### src/rtl/alu_issue_arbiter_if.sv
// Request, response and ALU-side signals of the shared ALU issue arbiter.
// The arbiter connects through the slave modport; the requesters and the ALU
// model (or a testbench) connect through the master modport.
interface alu_issue_arbiter_if #(
  parameter int unsigned XLEN = 32,
  parameter int unsigned NREQ = 2
);
  // Pipeline control
  logic                 i_stall;
  logic                 i_flush;
  // Request channel, one lane per requester, packed
  logic [NREQ-1:0]      i_req_valid;
  logic [NREQ-1:0]      o_req_ready;
  logic [10*NREQ-1:0]   i_req_funct;
  logic [XLEN*NREQ-1:0] i_req_src1;
  logic [XLEN*NREQ-1:0] i_req_src2;
  // Response channel, data is broadcast and valid is routed to the owner
  logic [NREQ-1:0]      o_rsp_valid;
  logic [NREQ-1:0]      i_rsp_ready;
  logic [XLEN-1:0]      o_rsp_data;
  // ALU side
  logic                 o_alu_en;
  logic [9:0]           o_alu_funct;
  logic [XLEN-1:0]      o_alu_src1;
  logic [XLEN-1:0]      o_alu_src2;
  logic                 o_alu_stall;
  logic [XLEN-1:0]      i_alu_res;
  // Status
  logic                 o_busy;

  modport master (
    output i_stall, i_flush,
    output i_req_valid, i_req_funct, i_req_src1, i_req_src2,
    input  o_req_ready,
    input  o_rsp_valid, o_rsp_data,
    output i_rsp_ready,
    input  o_alu_en, o_alu_funct, o_alu_src1, o_alu_src2, o_alu_stall,
    output i_alu_res,
    input  o_busy
  );

  modport slave (
    input  i_stall, i_flush,
    input  i_req_valid, i_req_funct, i_req_src1, i_req_src2,
    output o_req_ready,
    output o_rsp_valid, o_rsp_data,
    input  i_rsp_ready,
    output o_alu_en, o_alu_funct, o_alu_src1, o_alu_src2, o_alu_stall,
    input  i_alu_res,
    output o_busy
  );
endinterface

### src/rtl/alu_issue_arbiter.sv
// Round-robin issue arbiter sharing one registered integer ALU between NREQ
// requesters. At most one operation is in flight; its result is routed back to
// the owning requester, and a new operation may issue in the same cycle the
// previous response is accepted, giving one operation per cycle.
module alu_issue_arbiter #(
  parameter int unsigned XLEN = 32,
  parameter int unsigned NREQ = 2
) (
  input logic               clk,
  input logic               rstn,
  alu_issue_arbiter_if.slave bus
);

  localparam int unsigned IDW = (NREQ > 1) ? $clog2(NREQ) : 1;

  typedef enum logic [0:0] {StIdle, StPend} state_e;

  state_e          state_q, state_d;
  logic [IDW-1:0]  owner_q, owner_d;
  logic [IDW-1:0]  rr_ptr_q, rr_ptr_d;

  logic            rsp_fire;
  logic            can_issue;
  logic [NREQ-1:0] rsp_ready_sh;
  logic [NREQ-1:0] owner_oh;

  logic            gnt_valid;
  logic [IDW-1:0]  gnt_idx;
  logic [IDW-1:0]  gnt_next;
  logic [NREQ-1:0] gnt_oh;
  logic [9:0]      gnt_funct;
  logic [XLEN-1:0] gnt_src1;
  logic [XLEN-1:0] gnt_src2;

  // Shifts rather than variable bit-selects keep the owner lookup width-clean
  // for any NREQ, including non-powers of two.
  assign rsp_ready_sh = bus.i_rsp_ready >> owner_q;
  assign owner_oh     = NREQ'(1) << owner_q;

  // Only the owner's ready counts; a flush kills the response outright.
  assign rsp_fire  = (state_q == StPend) && rsp_ready_sh[0] && !bus.i_flush;
  assign can_issue = !bus.i_stall && !bus.i_flush && ((state_q == StIdle) || rsp_fire);

  assign gnt_next = (gnt_idx == IDW'(NREQ - 1)) ? '0 : gnt_idx + IDW'(1);

  // Round-robin selection: first valid requester at or after rr_ptr.
  always_comb begin : p_select
    int unsigned          k;
    logic [NREQ-1:0]      valid_sh;
    logic [10*NREQ-1:0]   funct_sh;
    logic [XLEN*NREQ-1:0] src1_sh;
    logic [XLEN*NREQ-1:0] src2_sh;
    k         = 0;
    valid_sh  = '0;
    funct_sh  = '0;
    src1_sh   = '0;
    src2_sh   = '0;
    gnt_valid = 1'b0;
    gnt_idx   = '0;
    gnt_oh    = '0;
    gnt_funct = '0;
    gnt_src1  = '0;
    gnt_src2  = '0;
    for (int unsigned i = 0; i < NREQ; i++) begin
      k        = (32'(rr_ptr_q) + i) % NREQ;
      valid_sh = bus.i_req_valid >> k;
      if (can_issue && !gnt_valid && valid_sh[0]) begin
        funct_sh  = bus.i_req_funct >> (10 * k);
        src1_sh   = bus.i_req_src1 >> (XLEN * k);
        src2_sh   = bus.i_req_src2 >> (XLEN * k);
        gnt_valid = 1'b1;
        gnt_idx   = IDW'(k);
        gnt_oh    = NREQ'(1) << k;
        gnt_funct = funct_sh[9:0];
        gnt_src1  = src1_sh[XLEN-1:0];
        gnt_src2  = src2_sh[XLEN-1:0];
      end
    end
  end

  // State, owner and round-robin pointer registers.
  always_ff @(posedge clk or negedge rstn) begin
    if (!rstn) begin
      state_q  <= StIdle;
      owner_q  <= '0;
      rr_ptr_q <= '0;
    end else begin
      state_q  <= state_d;
      owner_q  <= owner_d;
      rr_ptr_q <= rr_ptr_d;
    end
  end

  // Next state: flush wins, a grant (re)enters PEND, an accepted response
  // without a new grant returns to IDLE, otherwise hold.
  always_comb begin
    state_d  = state_q;
    owner_d  = owner_q;
    rr_ptr_d = rr_ptr_q;
    if (bus.i_flush) begin
      state_d = StIdle;
    end else if (gnt_valid) begin
      state_d  = StPend;
      owner_d  = gnt_idx;
      rr_ptr_d = gnt_next;
    end else if (rsp_fire) begin
      state_d = StIdle;
    end
  end

  // Outputs: grant and ALU drive from the selection, response from the owner.
  always_comb begin
    bus.o_req_ready = gnt_oh;
    bus.o_alu_en    = gnt_valid;
    bus.o_alu_funct = gnt_funct;
    bus.o_alu_src1  = gnt_src1;
    bus.o_alu_src2  = gnt_src2;
    bus.o_alu_stall = bus.i_stall;
    bus.o_rsp_valid = ((state_q == StPend) && !bus.i_flush) ? owner_oh : '0;
    bus.o_rsp_data  = bus.i_alu_res;
    bus.o_busy      = (state_q == StPend);
  end

`ifndef SYNTHESIS
  a_req_ready_onehot0: assert property (@(posedge clk) disable iff (!rstn)
    $onehot0(bus.o_req_ready));
  a_rsp_valid_onehot0: assert property (@(posedge clk) disable iff (!rstn)
    $onehot0(bus.o_rsp_valid));
  a_en_has_grant: assert property (@(posedge clk) disable iff (!rstn)
    bus.o_alu_en |-> (|bus.o_req_ready));
`endif

endmodule

### src/flat_wrapper.sv
// flat-port wrapper written by rule: the top's interface ports become plain ports
module alu_issue_arbiter_flat 
#(
  parameter int unsigned XLEN = 32,
  parameter int unsigned NREQ = 2
)
  (clk, rstn, bus_i_stall, bus_i_flush, bus_i_req_valid, bus_i_req_funct, bus_i_req_src1, bus_i_req_src2, bus_o_req_ready, bus_o_rsp_valid, bus_o_rsp_data, bus_i_rsp_ready, bus_o_alu_en, bus_o_alu_funct, bus_o_alu_src1, bus_o_alu_src2, bus_o_alu_stall, bus_i_alu_res, bus_o_busy);
  alu_issue_arbiter_if #(.XLEN(XLEN), .NREQ(NREQ)) bus_i ();
  input logic clk;
  input logic rstn;
  input wire logic [$bits(bus_i.i_stall)-1:0] bus_i_stall;
  input wire logic [$bits(bus_i.i_flush)-1:0] bus_i_flush;
  input wire logic [$bits(bus_i.i_req_valid)-1:0] bus_i_req_valid;
  input wire logic [$bits(bus_i.i_req_funct)-1:0] bus_i_req_funct;
  input wire logic [$bits(bus_i.i_req_src1)-1:0] bus_i_req_src1;
  input wire logic [$bits(bus_i.i_req_src2)-1:0] bus_i_req_src2;
  output wire logic [$bits(bus_i.o_req_ready)-1:0] bus_o_req_ready;
  output wire logic [$bits(bus_i.o_rsp_valid)-1:0] bus_o_rsp_valid;
  output wire logic [$bits(bus_i.o_rsp_data)-1:0] bus_o_rsp_data;
  input wire logic [$bits(bus_i.i_rsp_ready)-1:0] bus_i_rsp_ready;
  output wire logic [$bits(bus_i.o_alu_en)-1:0] bus_o_alu_en;
  output wire logic [$bits(bus_i.o_alu_funct)-1:0] bus_o_alu_funct;
  output wire logic [$bits(bus_i.o_alu_src1)-1:0] bus_o_alu_src1;
  output wire logic [$bits(bus_i.o_alu_src2)-1:0] bus_o_alu_src2;
  output wire logic [$bits(bus_i.o_alu_stall)-1:0] bus_o_alu_stall;
  input wire logic [$bits(bus_i.i_alu_res)-1:0] bus_i_alu_res;
  output wire logic [$bits(bus_i.o_busy)-1:0] bus_o_busy;
  assign bus_i.i_stall = bus_i_stall;
  assign bus_i.i_flush = bus_i_flush;
  assign bus_i.i_req_valid = bus_i_req_valid;
  assign bus_i.i_req_funct = bus_i_req_funct;
  assign bus_i.i_req_src1 = bus_i_req_src1;
  assign bus_i.i_req_src2 = bus_i_req_src2;
  assign bus_o_req_ready = bus_i.o_req_ready;
  assign bus_o_rsp_valid = bus_i.o_rsp_valid;
  assign bus_o_rsp_data = bus_i.o_rsp_data;
  assign bus_i.i_rsp_ready = bus_i_rsp_ready;
  assign bus_o_alu_en = bus_i.o_alu_en;
  assign bus_o_alu_funct = bus_i.o_alu_funct;
  assign bus_o_alu_src1 = bus_i.o_alu_src1;
  assign bus_o_alu_src2 = bus_i.o_alu_src2;
  assign bus_o_alu_stall = bus_i.o_alu_stall;
  assign bus_i.i_alu_res = bus_i_alu_res;
  assign bus_o_busy = bus_i.o_busy;
  alu_issue_arbiter #(.XLEN(XLEN), .NREQ(NREQ)) u_core (.clk(clk), .rstn(rstn), .bus(bus_i));
endmodule
### config.mk
export PLATFORM = sky130hd
export DESIGN_NAME = alu_issue_arbiter_flat
export DESIGN_NICKNAME = d
export VERILOG_FILES = /design/src/rtl/alu_issue_arbiter_if.sv /design/src/rtl/alu_issue_arbiter.sv /design/src/flat_wrapper.sv
export SDC_FILE = /design/constraint.sdc
export NUM_CORES = 1
export LEC_CHECK = 0
export BUFFER_PORTS_ARGS = -buffer_cell sky130_fd_sc_hd__buf_2
export CELL_PAD_IN_SITES_DETAIL_PLACEMENT = 1
export CELL_PAD_IN_SITES_GLOBAL_PLACEMENT = 1
export CORE_ASPECT_RATIO = 0.75
export CORE_MARGIN = 10
export CORE_UTILIZATION = 13
export CTS_CLUSTER_SIZE = 40
export DETAILED_ROUTE_END_ITERATION = 12
export PLACE_DENSITY_LB_ADDON = 0.1
export RECOVER_POWER = 100
export SLEW_MARGIN = 20
export SYNTH_ARGS = -nofsm -noshare
export SYNTH_HDL_FRONTEND = slang
export SYNTH_SLANG_ARGS = --single-unit
### constraint.sdc
create_clock -name clk -period 1.48 [get_ports clk]
set_input_delay 0.296 -clock clk [delete_from_list [all_inputs] [get_ports clk]]
set_output_delay 0.296 -clock clk [all_outputs]
set_load 0.05 [all_outputs]
==> results of run 1 <==
worst reg2reg max path, delay by kind of cell (launching register included):
kind / cells / cell delay (ps)
compound gates: 2 / 390
mux: 1 / 170
flops: 1 / 390
buf+inv: 3 / 410
cell type report:
cell class	instances	area, µm²	area share [%]
Timing Repair Buffer	281	2350	45.3
Tap cell	166	208	4.00
Multi-Input combinational cell	167	2470	47.6
Sequential cell	3	76.3	1.47
Clock buffer	4	78.8	1.52
Inverter	1	3.75	0.0723
cell families after synthesis:
logic type             Yosys count
multiplexers                     1
AND/OR/NAND/NOR                 85
AO/OA/AOI/OAI                   81
flip-flops                       3
buffers and inverters           69
worst min path at each step:
stage                     start  depth (start not counted)  slack (ps)                end
floorplan                  rstn                          0         0.4          async pin
global placement           rstn                          1         100     u_core.owner_q
finish              bus_i_flush                          3         360  u_core.bus.o_busy
CTS                 bus_i_flush                          3         340  u_core.bus.o_busy
detailed placement         rstn                          1         100     u_core.owner_q
global route        bus_i_flush                          3         380  u_core.bus.o_busy
stage by stage:
step | hold WS (ps) | setup slack (ps) | TNS (ps)
after floorplan | 0.409 | -258 | -15570
after detailed placement | 103 | -377 | -26210
final | 356 | -473 | -33420
after CTS | 335 | -482 | -33830
after global placement | 102 | -376 | -25260
after global routing | 380 | -545 | -38880
per-layer routing:
metal	part of all wire, %	vias to the layer above
li1	-	1338
met5	0	-
met2	50	145
met4	0.52	0
met1	40	1361
met3	8.9	12
cell usage in the layout (no fill, tap or decap):
cell / instances
dfrtp_1: 2
a211oi_1: 1
clkbuf_2: 1
nand2b_4: 1
buf_4: 28
o22a_1: 2
nor3b_4: 1
nand2_1: 3
and3b_1: 1
buf_12: 13
a211oi_4: 1
mux2i_2: 1
clkbuf_4: 1
a32oi_1: 5
nor2_1: 2
buf_16: 5
nor2_4: 76
a21o_4: 1
a2bb2oi_1: 1
buf_2: 154
a32oi_2: 44
dlygate4sd3_1: 1
a21boi_4: 1
or2_0: 1
clkbuf_16: 6
dfrtp_2: 1
inv_1: 1
buf_8: 13
clkbuf_1: 3
buf_6: 60
a32oi_4: 25
where the power goes:
part / internal [mW] / switching, mW / total, mW
registers: 0.0989 / 0.0171 / 0.116
clock network: 0.356 / 0.0808 / 0.437
logic: 1.15 / 1.51 / 2.66
total: 1.60 / 1.60 / 3.21
timing repair:
action,in CTS,in global routing
gates cloned,5,3
hold buffers,1,0
resized for setup,245,32
endpoints found under the setup margin,78,79
pin swaps,7,8
setup buffers,7,1
endpoints found under the hold margin,3,0
==> impl_summary.log, run 1 <==
[metrics] Cell Count, Final, Fillers Out: 622
[metrics] global-route met2 utilization: 24.7%
[metrics] detailed placer's ending HPWL: 9.70 mm
[metrics] global route overflow: 0
[metrics] clock transition time at the flip-flop clock pins of the worst setup and hold paths: 30 ps
[metrics] total count of max-transition violations in the final report: 0
[metrics] R2R Setup Slk: about 60 ps
[metrics] FF-to-FF path depth: 6
[metrics] unrepaired setup endpoints after global routing: yes
[metrics] fraction of the cycle the final worst path needs: 132%
[metrics] number of global-route vias before repair: 3260
[metrics] via density per instance: 4.59
[metrics] hold violation count in the final report: 0
[metrics] largest net degree at the start of global routing: 30
[metrics] distinct cell type count of the synthesized netlist: 20
[metrics] mapped cell area: 1610 µm²
[metrics] CP Class: flip-flop to primary output
[metrics] height of the chip: around 120 µm
[metrics] origin of the worst setup path: u_core.owner_q
[metrics] placement-stage cell area: 3470 µm²
[metrics] met3 usage: 5.23%
[metrics] number of placed instances with taps included: 603
[metrics] post-layout min period: between 1500 and 2000 ps
[metrics] arithmetic-cell share of the synthesized area counting full adders, half adders and majority gates: 0%
[metrics] outcome: complete, but fails checks
[metrics] class of the most critical hold timing path: input port to flip-flop
[metrics] fraction of layout instances using a drive strength above 1: a little over nine tenths
[metrics] buffer levels on the longest clock path: 2
[metrics] reg2reg start: u_core.owner_q
[metrics] worst slew margin relative to its limit: 59.9%
[metrics] Final setup viols: slightly below 80
[metrics] initial antenna violation count: 0
[metrics] crit path launch type: flip-flop
[metrics] ANT cells: 0
[metrics] Skew-Pair Late Insertion Delay: 230 ps
[metrics] boundary pin count: 301
[metrics] cell type with the highest occurrence count on the critical path: buf_12
[metrics] critical path endpoint: bus_o_alu_src2[21]
[metrics] main combinational cell family by area after synthesis: compound AO/OA/AOI/OAI gates
[metrics] transition time at the pin with the least slew margin: about 600 ps
[metrics] share of synthesized area occupied by flip-flops and latches: 4.67%
[metrics] fill count: 1340
[metrics] Iter 0 DRT Violations: 73
[metrics] library cell used as clock root buffer: clkbuf_16
[metrics] leading post-synthesis cells by instance count: a32oi_1, nor2_1, buf_4, nor2_2, clkbuf_1
[metrics] signed area change from the synthesized netlist to the final layout: 223%
[metrics] busiest metal layer after global routing: met2
[metrics] synthesized-area fraction occupied by ao, oa, aoi and oai cells: 43.8%
[metrics] RD Place Congestion: 0.767
[metrics] count of cell instances traversed by the critical path: 6
[metrics] arrival time at the worst endpoint: 1660 ps
[metrics] CTS H-tree lvls: 1
[metrics] critical path peak fanout: 8
[metrics] Die Footprint: ~17000 µm²
[metrics] total power of the final layout: 3.21 mW
[metrics] number of iterations in the first detailed-routing pass: 4
[metrics] xor/xnor cell area share of the yosys netlist: 0%
[metrics] overall fraction of global-route tracks in use: ~14%
[metrics] DRC viols: 0
[metrics] power per standard cell area: 618 nW/µm²
[metrics] area inside the core boundary: 12200 µm²
[metrics] violations in the final reports: setup timing
[metrics] post-synthesis instance total: 239
[metrics] buffers added on ports: 236
[metrics] total number of yosys warnings: 0
[metrics] Final WS setup: -473 ps
[metrics] cell-by-cell trace of the critical path: mux2i_2 > a21o_4 > buf_12 > buf_4 > nor2_4 > buf_12
[metrics] final wirelength: 13.5 mm
[metrics] routed wirelength normalized by instance count: around 22 µm
[metrics] Pleak: 1.93 nW
[metrics] Required @ worst endpoint: 1180 ps
[metrics] nets: 645
[metrics] Mapped Avg Cell Area: a little under 7 µm²
[metrics] r2r endpoint: u_core.owner_q
[metrics] sum of buffers and inverters on the critical path: 3
[metrics] net count after synthesis: around 430
[metrics] cell at the slowest stage of the critical path: dfrtp_1
[metrics] TritonCTS clock tree: done
[metrics] Synth Area in Simple Gates: 23.8%
[metrics] post-synthesis register bit count: 3
[metrics] cell area after layout: between 5000 and 6000 µm²
[metrics] commonest register cell after synthesis: dfrtp_1
[metrics] die extent in x: 148 µm
[metrics] multiplexer area fraction after synthesis: 0.623%
[metrics] crit path capture type: primary output
[metrics] Max Clock Freq: 512 MHz
[metrics] worst ir drop on vdd: 0.000401 V
[metrics] via count: 2856
[metrics] post-route antenna net violation count: 0
[metrics] cell type with the largest total area after synthesis: a32oi_1
[metrics] final setup skew: roughly 4 ps
[metrics] post-route core utilization: 42.7%
[metrics] Site Rows: 35
[metrics] share of synthesized registers carrying an async set or reset: 100%
[metrics] global routing met1 resource utilization: 17.0%
[metrics] number of enable flip-flop cells after synthesis: 0
[metrics] Synth top area share: 40.3%
[metrics] cell types occupying the most area after synthesis: a32oi_1, buf_4, nor2_1, nor2_2, dfrtp_1
[metrics] family with the most delay on the worst path: buffers and inverters
[metrics] cell with the most instances after synthesis: a32oi_1
[metrics] Initial Util: between 10% and 20%
[metrics] wire length of the first global-routing pass: 19.8 mm
[metrics] Num CTS Buffers: 3
[metrics] Max stage delay on crit path: 360 ps
[metrics] clock sink count: 3
[metrics] number of max-capacitance violations reported: 0
No activity file was read; power rests on OpenSTA's default activity.
==> run 2, diff against run 1 <==
- CTS_BUF_LIST: not set -> sky130_fd_sc_hd__clkbuf_4
- CTS_CLUSTER_SIZE: 40 -> not set
==> run 2 against run 1 <==
- the flow still finishes with violations (setup timing)
- clock skew is 2.5 ps higher
- total power down 3.2%
- non-clock buffer count increased by 4
- via count rose by 1.2%
- routed wire length grew 4.1%
- die area unchanged
- count of clock-buffer cells in the layout unchanged
- critical path depth fell by 1
- sequential power about the same
- hold slack lost 25 ps
- core utilization rose by 2.1 points
- flip-flop and latch count did not move
- largest power group unchanged
==> impl_summary.log, run 2 (synthesis gave the netlist of run 1 again) <==
[metrics] global route overflow: 0
[metrics] cell count of the worst hold path: 3
[metrics] reg2reg start: u_core.owner_q
[metrics] Hold Path Sink: u_core.bus.o_busy
[metrics] cell-by-cell trace of the critical path: mux2i_2 > a21o_4 > buf_12 > nor2_4 > buf_8
[metrics] leading cell type in the layout, fill and taps excluded: buf_2
[metrics] via density per instance: 4.61
[metrics] count of cell instances traversed by the critical path: 5
[metrics] detailed placer's ending HPWL: 9.70 mm
[metrics] buffer levels on the longest clock path: 2
[metrics] total count of max-transition violations in the final report: 0
[metrics] area inside the core boundary: 12200 µm²
[metrics] Site Rows: 35
[metrics] Num CTS Buffers: 3
[metrics] FF-to-FF path depth: 6
[metrics] crit path launch type: flip-flop
[metrics] clock transition time at the flip-flop clock pins of the worst setup and hold paths: about 40 ps
[metrics] family with the most delay on the worst path: buffers and inverters
[metrics] RD Place Congestion: between 0.7 and 0.8
[metrics] final setup skew: 6.47 ps
[metrics] class of the most critical hold timing path: input port to flip-flop
[metrics] total power of the final layout: 3.11 mW
[metrics] post-route antenna net violation count: 0
[metrics] overall fraction of global-route tracks in use: 14.4%
[metrics] power per standard cell area: 570 nW/µm²
[metrics] number of iterations in the first detailed-routing pass: 4
[metrics] number of max-capacitance violations reported: 0
[metrics] critical path peak fanout: 16
[metrics] die extent in x: 148 µm
[metrics] final-layout worst hold slack: 330 ps
[metrics] DRC viols: 0
[metrics] transition time at the pin with the least slew margin: 604 ps
[metrics] Die Footprint: between 15000 and 20000 µm²
[metrics] Final WS setup: -474 ps
[metrics] hold violation count in the final report: 0
[metrics] routed wirelength normalized by instance count: 22.4 µm
[metrics] highest-count cells in the layout ignoring fill and taps: buf_2, nor2_4, buf_6, a32oi_2, a32oi_4
[metrics] initial antenna violation count: 1
[metrics] fraction of layout instances using a drive strength above 1: 96.1%
[metrics] CP Class: flip-flop to primary output
[metrics] fraction of the cycle the final worst path needs: 132%
[metrics] start point of the worst min-delay path: bus_i_flush
[metrics] Final setup viols: 77
[metrics] crit path capture type: primary output
[metrics] Pleak: 1.98 nW
[metrics] arrival time at the worst endpoint: 1660 ps
[metrics] TritonCTS clock tree: done
[metrics] clock sink count: 3
[metrics] placement-stage cell area: 3470 µm²
[metrics] nets: 649
[metrics] Max Clock Freq: 512 MHz
[metrics] cell at the slowest stage of the critical path: dfrtp_1
[metrics] r2r endpoint: u_core.owner_q
[metrics] signed area change from the synthesized netlist to the final layout: 239%
[metrics] height of the chip: 116 µm
[metrics] Cell Count, Final, Fillers Out: about 630
[metrics] sum of buffers and inverters on the critical path: 2
[metrics] Required @ worst endpoint: between 1000 and 1500 ps
[metrics] CTS H-tree lvls: 1
[metrics] final wirelength: 14.0 mm
[metrics] buffers added on ports: 236
[metrics] library cell used as clock root buffer: clkbuf_4
[metrics] cell area after layout: about 5500 µm²
[metrics] boundary pin count: 301
[metrics] R2R Setup Slk: 10 ps
[metrics] violations in the final reports: setup timing
[metrics] worst slew margin relative to its limit: 59.9%
[metrics] wire length of the first global-routing pass: around 20 mm
[metrics] Skew-Pair Late Insertion Delay: 240 ps
[metrics] outcome: complete, but fails checks
[metrics] post-layout min period: 1950 ps
[metrics] Max stage delay on crit path: roughly 370 ps
[metrics] unrepaired setup endpoints after global routing: yes
[metrics] largest net degree at the start of global routing: 30
[metrics] via count: between 2000 and 3000
[metrics] number of placed instances with taps included: 603
[metrics] worst ir drop on vdd: 0.000298 V
[metrics] number of global-route vias before repair: between 3000 and 4000
[metrics] Place WS: -377 ps
[metrics] Iter 0 DRT Violations: 106
[metrics] Initial Util: 13.2%
## run 2: cell count changes in the layout (fill, tap and decap cells not counted)
cell and delta:
a32oi_4 +8, buf_4 -9, clkbuf_4 +3, buf_8 +17, buf_12 +3, a32oi_2 -3, diode_2 +1, buf_6 -8
clkbuf_16 -2, a32oi_1 -5
## run 2: final cells by class
type	count	area, µm²
inverters	1	3.75
well taps	166	208
clock buffers	4	30.0
fillers	1312	6720
multi-input cells	167	2600
diodes	1	2.50
repair buffers	285	2530
flip-flops and latches	3	76.3
## run 2: timing repair
action                                  4_1_cts  5_1_grt
pin swaps                                     5       20
resized for setup                           250       68
setup buffers                                 7        4
endpoints found under the hold margin         3        0
gates cloned                                  5        4
endpoints found under the setup margin       79       79
hold buffers                                  1        0
## run 2: through the flow
stage | setup TNS [ps] | utilization [%]
floorplan | -15570 | -
global placement | -25260 | 28.5
detailed placement | -26210 | 28.5
CTS | -35500 | 40.3
global route | -40210 | 44.8
finish | -33950 | 44.8
## run 2: worst max-delay path by stage
stage / startpoint / endpoint / slack, ps
detailed placement: flip-flop / bus_o_alu_src1[30] / -380
CTS: flip-flop / bus_o_alu_src2[16] / -500
floorplan: u_core.owner_q / bus_o_alu_funct[0] / -260
global route: flip-flop / bus_o_alu_funct[7] / -560
global placement: flip-flop / bus_o_alu_src1[1] / -380
finish: u_core.owner_q / bus_o_alu_src2[13] / -470
## run 2: worst register-to-register path: cells and delay by family (launching register included)
family,cells,cell delay (ps)
compound gates,2,260
buf+inv,3,470
mux,1,260
flops,1,370
## run 2: metal layers
| metal | vias up | global-route usage, % | routed length [µm] | part of all wire, % |
|---|---|---|---|---|
| li1 | 1350 | - | - | - |
| met1 | 1384 | 16.7 | 5660 | 40 |
| met2 | 143 | 25.8 | 7140 | 51 |
| met3 | 14 | 5.15 | 1130 | 8.0 |
| met4 | 0 | 1.84 | 112 | 0.80 |
| met5 | - | 0 | 0 | 0 |
## run 2: where the power goes
part | switching [mW] | internal (mW) | total, mW
sequential | 0.0175 | 0.0987 | 0.116
combinational | 1.58 | 1.24 | 2.82
clock | 0.0525 | 0.120 | 0.172
==> run 3, diff against run 2 <==
- CORE_ASPECT_RATIO: 0.75 -> 0.5
==> run 3 against run 2 <==
- setup slack gained 4.8 ps
- clock power is 6% lower
- total power is 19% lower
- the flow still finishes with violations (setup timing)
- core utilization down 7.5 points
- largest cell class is now non-clock buffers
==> impl_summary.log, run 3 (synthesis gave the netlist of run 1 again) <==
[metrics] outcome: complete, but fails checks
[metrics] violations in the final reports: setup timing
[metrics] Int Power: around 1.1 mW
[metrics] global route overflow: 0
[metrics] Final WS setup: -469 ps
[metrics] worst slew margin relative to its limit: 60.2%
[metrics] TritonCTS clock tree: done
[metrics] transition time at the pin with the least slew margin: 600 ps
[metrics] routed wirelength normalized by instance count: 21.4 µm
[metrics] total power of the final layout: roughly 2.5 mW
[metrics] Place WS: -338 ps
[metrics] family with the most delay on the worst path: flip-flops
[metrics] number of max-capacitance violations reported: 0
[metrics] fraction of the cycle the final worst path needs: 132%
[metrics] overall fraction of global-route tracks in use: 13.4%
[metrics] post-route antenna net violation count: 0
[metrics] clock sink count: 3
[metrics] die extent in x: 177 µm
[metrics] buffers added on ports: 236
[metrics] number of global-route vias before repair: 3216
[metrics] total count of max-transition violations in the final report: 0
[metrics] switching power as a share of total power: between 50% and 60%
[metrics] cell at the slowest stage of the critical path: dfrtp_1
[metrics] largest net degree at the start of global routing: between 40 and 50
[metrics] CP Class: flip-flop to primary output
[metrics] Cell Count, Final, Fillers Out: around 610
[metrics] power per standard cell area: 567 nW/µm²
[metrics] count of cell instances traversed by the critical path: 5
[metrics] detailed-routed wire length on met2: 7.44 mm
[metrics] combinational cell fraction of total power: 88.9%
[metrics] boundary pin count: 301
[metrics] highest metal layer used by the detailed router: met5
[metrics] Pleak: between 1.5 and 2 nW
[metrics] critical path peak fanout: 21
[metrics] class of the most critical hold timing path: input port to flip-flop
[metrics] DRC viols: 0
[metrics] wire length of the first global-routing pass: 19.1 mm
[metrics] library cell used as clock root buffer: clkbuf_4
[metrics] fraction of layout instances using a drive strength above 1: about 89%
[metrics] clock network fraction of design power: between 6 and 7%
[metrics] unrepaired setup endpoints after global routing: yes
[metrics] leading cell type in the layout, fill and taps excluded: buf_2
[metrics] final-layout worst hold slack: 338 ps
[metrics] Iter 0 DRT Violations: 47
[metrics] Final setup viols: 77
[metrics] switching power: 1.38 mW
[metrics] detailed placer's ending HPWL: between 10 and 15 mm
[metrics] via density per instance: 4.59
[metrics] Site Rows: 28
[metrics] signed area change from the synthesized netlist to the final layout: 177%
[metrics] hold violation count in the final report: 0
[metrics] cell count of the worst hold path: 3
[metrics] R2R Setup Slk: 100 ps
[metrics] ANT cells: 0
[metrics] RD Place Congestion: roughly 0.78
[metrics] number of iterations in the first detailed-routing pass: 3
[metrics] number of placed instances with taps included: 592
[metrics] Flop pwr share: 4.7%
[metrics] FF-to-FF path depth: 4
[metrics] cell-by-cell trace of the critical path: nand2b_4 > buf_12 > a32oi_1 > nor2_4 > buf_4
[metrics] Num CTS Buffers: 3
[metrics] nets: 629
[metrics] initial antenna violation count: 1
[metrics] highest-count cells in the layout ignoring fill and taps: buf_2, nor2_4, buf_6, buf_4, a32oi_2
[metrics] Initial Util: 13.4%
[metrics] routed wl met3: 990 µm
[metrics] final wirelength: 12.9 mm
[metrics] Max stage delay on crit path: 420 ps
[metrics] Die Footprint: 17500 µm²
[metrics] Skew-Pair Late Insertion Delay: 230 ps
[metrics] Max Clock Freq: 513 MHz
[metrics] worst ir drop on vdd: 0.000203 V
[metrics] buffer levels on the longest clock path: 2
[metrics] post-route core utilization: around 37%
[metrics] via count: 2776
[metrics] arrival time at the worst endpoint: 1650 ps
[metrics] crit path capture type: primary output
[metrics] clock transition time at the flip-flop clock pins of the worst setup and hold paths: 40 ps
[metrics] post-layout min period: 1950 ps
[metrics] crit path launch type: flip-flop
[metrics] height of the chip: ~100 µm
[metrics] sum of buffers and inverters on the critical path: 2
[metrics] metal1 wirelength: 4.30 mm
[metrics] CTS H-tree lvls: 1
[metrics] Required @ worst endpoint: 1180 ps
[metrics] final setup skew: 1.07 ps
[metrics] area inside the core boundary: 11900 µm²
==> run 3: cell count changes in the layout (fill, tap and decap cells not counted), sizes merged <==
| cell | before | now |
|---|---|---|
| diode | 1 | 0 |
| clkbuf | 12 | 10 |
| buf | 276 | 258 |
==> run 3: final timing paths <==
kind | start | endpoint
max | flip-flop | bus_o_alu_src1[18]
min | bus_i_flush | u_core.bus.o_busy
max reg2reg | u_core.owner_q | flip-flop
min reg2reg | u_core.owner_q | u_core.owner_q
max in group asynchronous | rstn | u_core.bus.o_busy
min in group asynchronous | rstn | u_core.owner_q
==> run 3: cell type report <==
cell class	count	area, µm²
multi-input cells	167	2060
clock buffers	4	30.0
well taps	165	206
flip-flops and latches	3	76.3
inverters	1	3.75
repair buffers	265	2080
fillers	1360	7490
==> run 3: through the flow <==
step / setup TNS [ps] / instance area (µm²)
after floorplan: -15570 / 2180
after global placement: -22070 / 3440
after detailed placement: -22930 / 3440
after CTS: -34610 / 4280
after global routing: -37600 / 4450
final: -32320 / 4450
==> run 3: worst reg2reg max path: stages, from the launching register on <==
cell,delay [ps]
dfrtp_1,390
mux2i_2,170
a21o_4,270
buf_16,200
o22a_1,230
==> run 3: power by group through the flow <==
stage	Combinational (mW)	Sequential [mW]	Clock, mW
6_report	2.25	0.118	0.162
3_3_place_gp	1.72	0.118	0
5_1_grt	2.38	0.120	0.174
3_5_place_dp	1.76	0.119	0
4_1_cts	2.17	0.118	0.171
2_1_floorplan	1.43	0.122	0
==> run 3: what timing repair did <==
action                                 4_1_cts  5_1_grt
hold buffers                                 1        0
setup buffers                                4        0
gates resized for setup                    167       27
endpoints found under the hold margin        3        0
setup endpoints to repair                   78       78
pin swaps                                    7        1
gates cloned                                 2        2
==> run 3: routing by layer <==
layer  vias up  GRT usage [%]
met2       111           27.4
met1      1341           13.0
met3        26           3.77
li1       1296              -
met5         -              0
met4         2           2.76
